## config.mk

```make
export PLATFORM = sky130hd
export DESIGN_NAME = wdt_apb_arb_flat
export DESIGN_NICKNAME = d
export VERILOG_FILES = /design/src/rtl/wdt_apb_arb_pkg.sv /design/src/rtl/wdt_apb_arb_if.sv /design/src/rtl/wdt_rr_arb2.sv /design/src/rtl/wdt_apb_arb.sv /design/src/flat_wrapper.sv
export SDC_FILE = /design/constraint.sdc
export NUM_CORES = 1
export LEC_CHECK = 0
export CAP_MARGIN = 20
export CORE_UTILIZATION = 35
export CTS_CLUSTER_DIAMETER = 120
export DETAILED_ROUTE_END_ITERATION = 10
export PLACE_DENSITY = 0.8
export SLEW_MARGIN = 20
export SYNTH_ARGS = -nofsm -noshare
export SYNTH_HDL_FRONTEND = slang
export SYNTH_HIERARCHICAL = 1
export SYNTH_SLANG_ARGS = --single-unit
```

## constraint.sdc

```tcl
create_clock -name pclk -period 7 [get_ports pclk]
set_input_delay 2.1 -clock pclk [delete_from_list [all_inputs] [get_ports pclk]]
set_output_delay 2.1 -clock pclk [all_outputs]
set_load 0.005 [all_outputs]
```

## src/rtl/wdt_apb_arb_pkg.sv

```systemverilog
// Shared types and constants for the two-master watchdog APB arbiter.
package wdt_apb_arb_pkg;

  // Downstream transfer phases.
  typedef enum logic [1:0] {
    IDLE   = 2'd0,
    SETUP  = 2'd1,
    ACCESS = 2'd2
  } state_t;

  // Width of the ACCESS-phase timeout counter.
  localparam int TO_W   = 8;

  // APB data width used on every port.
  localparam int DATA_W = 32;

  // Index of an upstream master (0 or 1).
  typedef logic mst_t;

endpackage

```

## src/rtl/wdt_apb_arb_if.sv

```systemverilog
// APB signal bundle. The arbiter takes two slave-side bundles (one per
// upstream master) and drives one master-side bundle toward the watchdog BIU.
interface wdt_apb_arb_if #(
  parameter int ADDR_LHS = 10
);
  import wdt_apb_arb_pkg::*;

  logic              psel;
  logic              penable;
  logic              pwrite;
  logic [ADDR_LHS:0] paddr;
  logic [DATA_W-1:0] pwdata;
  logic [DATA_W-1:0] prdata;
  logic              pready;
  logic              pslverr;

  // Issuer of transfers; the downstream BIU reports no error of its own.
  modport master (
    output psel, penable, pwrite, paddr, pwdata,
    input  prdata, pready
  );

  // Responder to an upstream master.
  modport slave (
    input  psel, penable, pwrite, paddr, pwdata,
    output prdata, pready, pslverr
  );

endinterface

```

## src/rtl/wdt_rr_arb2.sv

```systemverilog
// Two-request round-robin arbiter. On a tie the master not granted last wins;
// the grant history only moves when the caller commits a grant with upd.
module wdt_rr_arb2
  import wdt_apb_arb_pkg::*;
(
  input  logic       clk,
  input  logic       rst,
  input  logic [1:0] req,
  input  logic       upd,
  output mst_t       gnt,
  output mst_t       last_grant
);

  // Pick the winner from the current requests and the grant history.
  always_comb begin
    gnt = 1'b0;
    case (req)
      2'b10:   gnt = 1'b1;
      2'b11:   gnt = ~last_grant;
      default: gnt = 1'b0;
    endcase
  end

  // Remember who was granted; resets to 1 so master 0 wins the first tie.
  always_ff @(posedge clk) begin
    if (rst) begin
      last_grant <= 1'b1;
    end else if (upd) begin
      last_grant <= gnt;
    end
  end

endmodule

```

## src/rtl/wdt_apb_arb.sv

```systemverilog
// Shares the watchdog APB register interface between two upstream masters.
// The granted master's transfer is replayed downstream; a bounded ACCESS
// timeout turns a stuck slave into an error completion.
module wdt_apb_arb
  import wdt_apb_arb_pkg::*;
#(
  parameter int ADDR_LHS  = 10,
  parameter int TO_CYCLES = 16
) (
  input  logic          pclk,
  input  logic          preset,
  wdt_apb_arb_if.slave  s0,
  wdt_apb_arb_if.slave  s1,
  wdt_apb_arb_if.master m
);

  localparam logic [TO_W-1:0] TO_LAST = TO_W'(TO_CYCLES - 1);

  state_t            state;
  state_t            state_nxt;
  logic [TO_W-1:0]   cnt;
  logic [1:0]        req;
  logic [1:0]        done;
  logic              in_access;
  logic              complete;
  logic              load;
  mst_t              gnt;
  mst_t              owner;
  logic [ADDR_LHS:0] paddr_q;
  logic [DATA_W-1:0] pwdata_q;
  logic              pwrite_q;

  // A transfer completes on slave ready or when the timeout expires. Reset
  // abandons an in-flight transfer without any upstream response.
  assign in_access = (state == ACCESS);
  assign complete  = in_access && !preset && (m.pready || (cnt == TO_LAST));

  // The arbiter's grant history doubles as the current owner: it is updated
  // exactly when a transfer is granted and held until the next grant.
  assign done[0] = complete && (owner == 1'b0);
  assign done[1] = complete && (owner == 1'b1);

  // A master still holding psel in its completion cycle is not a new request.
  assign req = {s1.psel & ~done[1], s0.psel & ~done[0]};

  wdt_rr_arb2 u_arb (
    .clk        (pclk),
    .rst        (preset),
    .req        (req),
    .upd        (load),
    .gnt        (gnt),
    .last_grant (owner)
  );

  // Next phase; a new grant is taken from IDLE or straight out of a completion.
  always_comb begin
    state_nxt = state;
    load      = 1'b0;
    case (state)
      IDLE: begin
        if (|req) begin
          state_nxt = SETUP;
          load      = 1'b1;
        end
      end
      SETUP: begin
        state_nxt = ACCESS;
      end
      ACCESS: begin
        if (complete) begin
          if (|req) begin
            state_nxt = SETUP;
            load      = 1'b1;
          end else begin
            state_nxt = IDLE;
          end
        end
      end
      default: begin
        state_nxt = IDLE;
      end
    endcase
  end

  // Phase register.
  always_ff @(posedge pclk) begin
    if (preset) begin
      state <= IDLE;
    end else begin
      state <= state_nxt;
    end
  end

  // Timeout counter: cleared while entering ACCESS, counts not-ready cycles.
  always_ff @(posedge pclk) begin
    if (preset) begin
      cnt <= '0;
    end else if (state == SETUP) begin
      cnt <= '0;
    end else if (in_access && !m.pready) begin
      cnt <= cnt + 1'b1;
    end
  end

  // Capture the winner's request at grant time; held until the next grant.
  always_ff @(posedge pclk) begin
    if (preset) begin
      paddr_q  <= '0;
      pwdata_q <= '0;
      pwrite_q <= 1'b0;
    end else if (load) begin
      paddr_q  <= gnt ? s1.paddr  : s0.paddr;
      pwdata_q <= gnt ? s1.pwdata : s0.pwdata;
      pwrite_q <= gnt ? s1.pwrite : s0.pwrite;
    end
  end

  assign m.psel    = (state != IDLE);
  assign m.penable = in_access;
  assign m.paddr   = paddr_q;
  assign m.pwdata  = pwdata_q;
  assign m.pwrite  = pwrite_q;

  // Read data passes straight through; the BIU already registers it.
  assign s0.pready  = done[0];
  assign s0.pslverr = done[0] & ~m.pready;
  assign s0.prdata  = (done[0] & m.pready) ? m.prdata : '0;

  assign s1.pready  = done[1];
  assign s1.pslverr = done[1] & ~m.pready;
  assign s1.prdata  = (done[1] & m.pready) ? m.prdata : '0;

endmodule

```

## src/flat_wrapper.sv

```systemverilog
// flat-port wrapper written by rule: the top's interface ports become plain ports
module wdt_apb_arb_flat import wdt_apb_arb_pkg::*;
#(
  parameter int ADDR_LHS  = 10,
  parameter int TO_CYCLES = 16
)
  (pclk, preset, s0_psel, s0_penable, s0_pwrite, s0_paddr, s0_pwdata, s0_prdata, s0_pready, s0_pslverr, s1_psel, s1_penable, s1_pwrite, s1_paddr, s1_pwdata, s1_prdata, s1_pready, s1_pslverr, m_psel, m_penable, m_pwrite, m_paddr, m_pwdata, m_prdata, m_pready);
  wdt_apb_arb_if #(.ADDR_LHS(ADDR_LHS)) s0_i ();
  wdt_apb_arb_if #(.ADDR_LHS(ADDR_LHS)) s1_i ();
  wdt_apb_arb_if #(.ADDR_LHS(ADDR_LHS)) m_i ();
  input  logic pclk;
  input  logic preset;
  input wire logic [$bits(s0_i.psel)-1:0] s0_psel;
  input wire logic [$bits(s0_i.penable)-1:0] s0_penable;
  input wire logic [$bits(s0_i.pwrite)-1:0] s0_pwrite;
  input wire logic [$bits(s0_i.paddr)-1:0] s0_paddr;
  input wire logic [$bits(s0_i.pwdata)-1:0] s0_pwdata;
  output wire logic [$bits(s0_i.prdata)-1:0] s0_prdata;
  output wire logic [$bits(s0_i.pready)-1:0] s0_pready;
  output wire logic [$bits(s0_i.pslverr)-1:0] s0_pslverr;
  input wire logic [$bits(s1_i.psel)-1:0] s1_psel;
  input wire logic [$bits(s1_i.penable)-1:0] s1_penable;
  input wire logic [$bits(s1_i.pwrite)-1:0] s1_pwrite;
  input wire logic [$bits(s1_i.paddr)-1:0] s1_paddr;
  input wire logic [$bits(s1_i.pwdata)-1:0] s1_pwdata;
  output wire logic [$bits(s1_i.prdata)-1:0] s1_prdata;
  output wire logic [$bits(s1_i.pready)-1:0] s1_pready;
  output wire logic [$bits(s1_i.pslverr)-1:0] s1_pslverr;
  output wire logic [$bits(m_i.psel)-1:0] m_psel;
  output wire logic [$bits(m_i.penable)-1:0] m_penable;
  output wire logic [$bits(m_i.pwrite)-1:0] m_pwrite;
  output wire logic [$bits(m_i.paddr)-1:0] m_paddr;
  output wire logic [$bits(m_i.pwdata)-1:0] m_pwdata;
  input wire logic [$bits(m_i.prdata)-1:0] m_prdata;
  input wire logic [$bits(m_i.pready)-1:0] m_pready;
  assign s0_i.psel = s0_psel;
  assign s0_i.penable = s0_penable;
  assign s0_i.pwrite = s0_pwrite;
  assign s0_i.paddr = s0_paddr;
  assign s0_i.pwdata = s0_pwdata;
  assign s0_prdata = s0_i.prdata;
  assign s0_pready = s0_i.pready;
  assign s0_pslverr = s0_i.pslverr;
  assign s1_i.psel = s1_psel;
  assign s1_i.penable = s1_penable;
  assign s1_i.pwrite = s1_pwrite;
  assign s1_i.paddr = s1_paddr;
  assign s1_i.pwdata = s1_pwdata;
  assign s1_prdata = s1_i.prdata;
  assign s1_pready = s1_i.pready;
  assign s1_pslverr = s1_i.pslverr;
  assign m_psel = m_i.psel;
  assign m_penable = m_i.penable;
  assign m_pwrite = m_i.pwrite;
  assign m_paddr = m_i.paddr;
  assign m_pwdata = m_i.pwdata;
  assign m_i.prdata = m_prdata;
  assign m_i.pready = m_pready;
  wdt_apb_arb #(.ADDR_LHS(ADDR_LHS), .TO_CYCLES(TO_CYCLES)) u_core (.pclk(pclk), .preset(preset), .s0(s0_i), .s1(s1_i), .m(m_i));
endmodule
```

==> flow_results.org <==
** Run status
- The run finished with clean final reports.

** Clock tree
- CTS Sinks :: 55
- CTS tree :: yes
- CTS Root Buffer Type :: clkbuf_8
- The clock passes through at most 2 buffers.
- Cts-stage hold buffer count :: 0
- The number of gates resized after CTS was 0.
- Setup fix buffers added after clock tree synthesis :: 0
- The H-tree generated during clock tree synthesis spans 2 levels.
- Clock-pin slew was measured on the worst setup and hold paths at 0.10 ns.
- TritonCTS created 5 clock buffers.
- Latest clock arrival within the worst-skew pair :: 0.30 ns

** Worst setup path
- The worst setup path is of the in -> out kind.
- Required time worst endpoint :: 4.90 ns
- Counting cells, the worst reg-to-reg path comes to 11.
- Worst path cell trace :: clkdlybuf4s50_1, nand2_1, nor2_1, buf_4, and2_1, clkdlybuf4s50_1
- The slowest stage of the critical path belongs to the cell clkdlybuf4s50_1.
- Kind of end point of the critical path :: output port
- Endpoint of the lowest-slack register-to-register path :: u_core/m.pwdata[21]
- Setup slack of the most critical reg-to-reg path :: 2.99 ns
- Tracing the worst setup path back leads to its startpoint at m_pready.
- The worst register-to-register path begins at u_core/cnt[0].
- Crit Path Max Fanout :: 32
- Crit path buffers/inverters :: 3
- On the worst path, the slowest cell contributes a delay of 0.62 ns.
- Critical path launch point type :: input port
- Data arrival, critical path :: 3.91 ns
- The cell that appears most often on the critical path is clkdlybuf4s50_1.
- Worst path top cell family by delay :: buffers and inverters

** Timing
- The count of final max-slew check failures came to 0.
- Actual transition at the worst max-transition pin :: 0.9850 ns
- Derived from the worst setup path, the maximum achievable clock frequency is 166.5 MHz.
- For the final routed database, the setup TNS stands at 0 ns.
- Clock Skews :: 0.009082 ns
- Count of endpoints failing setup in the final report :: 0
- Slew HR :: 0.3433
- Final count of hold timing violations :: 0
- Dividing the final minimum period by the clock period gives 0.8579.
- RSZ-0062 raised after global routing :: false
- Crit path time final :: 6.006 ns

** Finish
- Utilization after layout :: 0.6353
- Area of the multi-input gates :: 0.002022 mm²
- Filler instances :: 814
- Share of cells above drive strength 1 :: 0.1325
- The final layout contains 731 nets.
- The repair_antennas step left the layout with diodes totalling 0.
- Sequential standard cell area :: 0.001101 mm²
- Relative to the synthesized area, the layout overhead comes to 72.91%.
- The finished cells cover 0.005982 mm².

** Hold path
- In this run the most critical hold path is launched from u_core/m.pwdata[10].
- Worst hold path class :: reg -> reg
- The path with the worst hold slack has its endpoint at u_core/m.pwdata[10].
- Count of cells along the worst hold path :: 2

** Synthesis
- Of the total synthesized cell area, the portion taken by full adders, half adders and majority gates is 0.003617.
- Counting flops with a built-in enable in the synthesized netlist gives 0.
- Fraction of synthesized area in multiplexers :: 0.1461
- Share of Yosys cell area claimed by the top area cell type :: 0.3183
- For this run, the register share of the synthesized area comes to 0.3183.
- After synthesis the cells add up to 0.003460 mm².
- Of all cell types, the one taking the most synthesized area is dfxtp_1.
- Post-synthesis sequential element count :: 55
- The post-synthesis compound-gate area fraction came to 0.2329.
- Leading cell type by number of instances after synthesis :: a211oi_1
- Leading post-synthesis cells by instance count :: a211oi_1, and2_1, dfxtp_1
- Prevailing post-synth register cell :: dfxtp_1
- Number of distinct library cells after synthesis :: 37
- By area the synthesized netlist is led by dfxtp_1, a211oi_1, mux2_2, and2_1, inv_1.
- For this run, asynchronously set or reset flops after synthesis account for 0.
- By area, the combinational part of the netlist is dominated by compound AO/OA/AOI/OAI gates.
- Of the total synthesized cell area, the portion taken by AND, OR, NAND and NOR gates is 0.1743.
- In the synthesized netlist, the number of instances is 388.
- The number of nets in the synthesized netlist is 516.
- Yosys synthesis warning count :: 6
- Post-Syn Area per Cell :: 8.916 µm²
- XOR/XNOR share of the synthesized area :: 0.01772

** Drt
- For this run, the detailed router's first-pass iteration total came to 4.
- After detailed routing, the average wire length per cell comes to 15.20 µm.
- The count of nets left with antenna violations once routing finished came out at 0.
- Residual DRC count :: 0
- Using the TritonRoute via totals, the vias-per-cell ratio works out to 4.846.
- Sum of routed wire length over all layers :: 11,150 µm
- First DRT Iteration DRCs :: 86
- The routed layout has 3,552 vias.

** Global routing
- In the global route stage, overall resource usage came out at 0.2070.
- Wire length of the first global-routing pass :: 17,140 µm
- The total overflow left after global routing is 0.
- Entering global routing, the biggest net connects 50 pins.
- Via count of the first global-routing pass :: 3,563
- The initial antenna violation count was 0.

** Floorplan
- In this run the standard cell core region covers 0.009415 mm².
- Die outline width :: 101.4 µm
- In this run the vertical extent of the chip is 101.4 µm.
- The die covers 0.01029 mm².
- Row count :: 35
- Number of top-level pins :: 241
- Initial core utilization :: 0.3674

** Job
- Max-Cap Viols :: 0

** Placed design
- Once placement finished, the instance area stood at 0.005894 mm².
- In this run the tool buffered the top-level ports with 238 buffer cells.
- GP Congestion :: 0.7492
- Detailed placement HPWL :: 8302 µm

** Power and ir drop
- Tot Pwr :: 0.0008440 W
- Power Dens Cells :: 141.1 mW/mm²
- Pleak :: 2.159 nW
- IR analysis of the VDD net gives a maximum drop of 0.1030 mV.
kinds of logic (layout without fill, tap and decap cells):
| logic type | Yosys count | in the layout |
|---|---|---|
| xor+xnor | 7 | 7 |
| simple gates | 98 | 98 |
| fa+ha+maj | 1 | 1 |
| mux | 45 | 45 |
| flops | 55 | 55 |
| compound gates | 97 | 97 |
| buf+inv | 85 | 301 |
state kept, by name, indices dropped and copies added (netlist names):
name	cells
u_core/m.pwrite	1
u_core/m.paddr	11
u_core/cnt	8
u_core/m.pwdata	32
u_core/state	2
u_core/u_arb/last_grant	1
worst min-delay path, stage by stage, from the launching register on:
cell,delay [ns]
dfxtp_1,0.32
inv_1,0.05
a211oi_1,0.05
how the worst max path moves through the flow:
stage                          endpoint  cells past startpoint
after floorplan           s0_prdata[10]                      5
after global placement    s0_prdata[26]                      6
after detailed placement   s0_prdata[3]                      6
after CTS                  s0_prdata[3]                      6
after global routing      s0_prdata[26]                      6
final                     s0_prdata[26]                      6
metrics by stage:
| step | worst slack [ns] | cells | hold slack (ns) |
|---|---|---|---|
| finish | 0.9945 | 733 | 0.4616 |
| CTS | 0.9932 | 733 | 0.4624 |
| global route | 0.8772 | 733 | 0.4780 |
| global placement | 1.022 | 725 | 0.4436 |
| detailed placement | 0.9958 | 725 | 0.4431 |
| floorplan | 1.931 | 388 | 0.4504 |
power breakdown:
group | switching [W] | leakage, nW | internal, W | total [W]
clock | 0.000104 | 0.0483 | 0.0000708 | 0.000175
sequential | 0.0000193 | 0.456 | 0.000347 | 0.000366
combinational | 0.000120 | 1.65 | 0.000183 | 0.000303
placed cells by master (no fill, tap or decap), drive strengths merged, types with 2 or more instances in the layout:
cell type,count
a211oi,88
and2,64
and3,2
buf,8
clkbuf,5
clkdlybuf4s50,237
clkinv,2
dfxtp,55
inv,49
mux2,44
nand2,3
nand2b,3
nand3,2
nand4,2
nor2,10
nor2b,2
nor3b,2
nor4b,2
or2,2
xnor2,3
xor2,4
layer usage:
metal / vias to the layer above / global-route usage / wire length, µm
li1: 1782 / - / -
met1: 1652 / 0.2439 / 4643
met2: 104 / 0.3736 / 5693
met3: 14 / 0.05245 / 655
met4: 0 / 0.05240 / 153
met5: - / 0 / 0
final cells by class:
class / count / area share
Clock inverter: 3 / 0.003137
Timing Repair Buffer: 245 / 0.4062
Clock buffer: 5 / 0.01150
Sequential cell: 55 / 0.1841
Multi-Input combinational cell: 248 / 0.3380
Tap cell: 129 / 0.02698
Inverter: 48 / 0.03012
(Power assumes the default switching activity.)
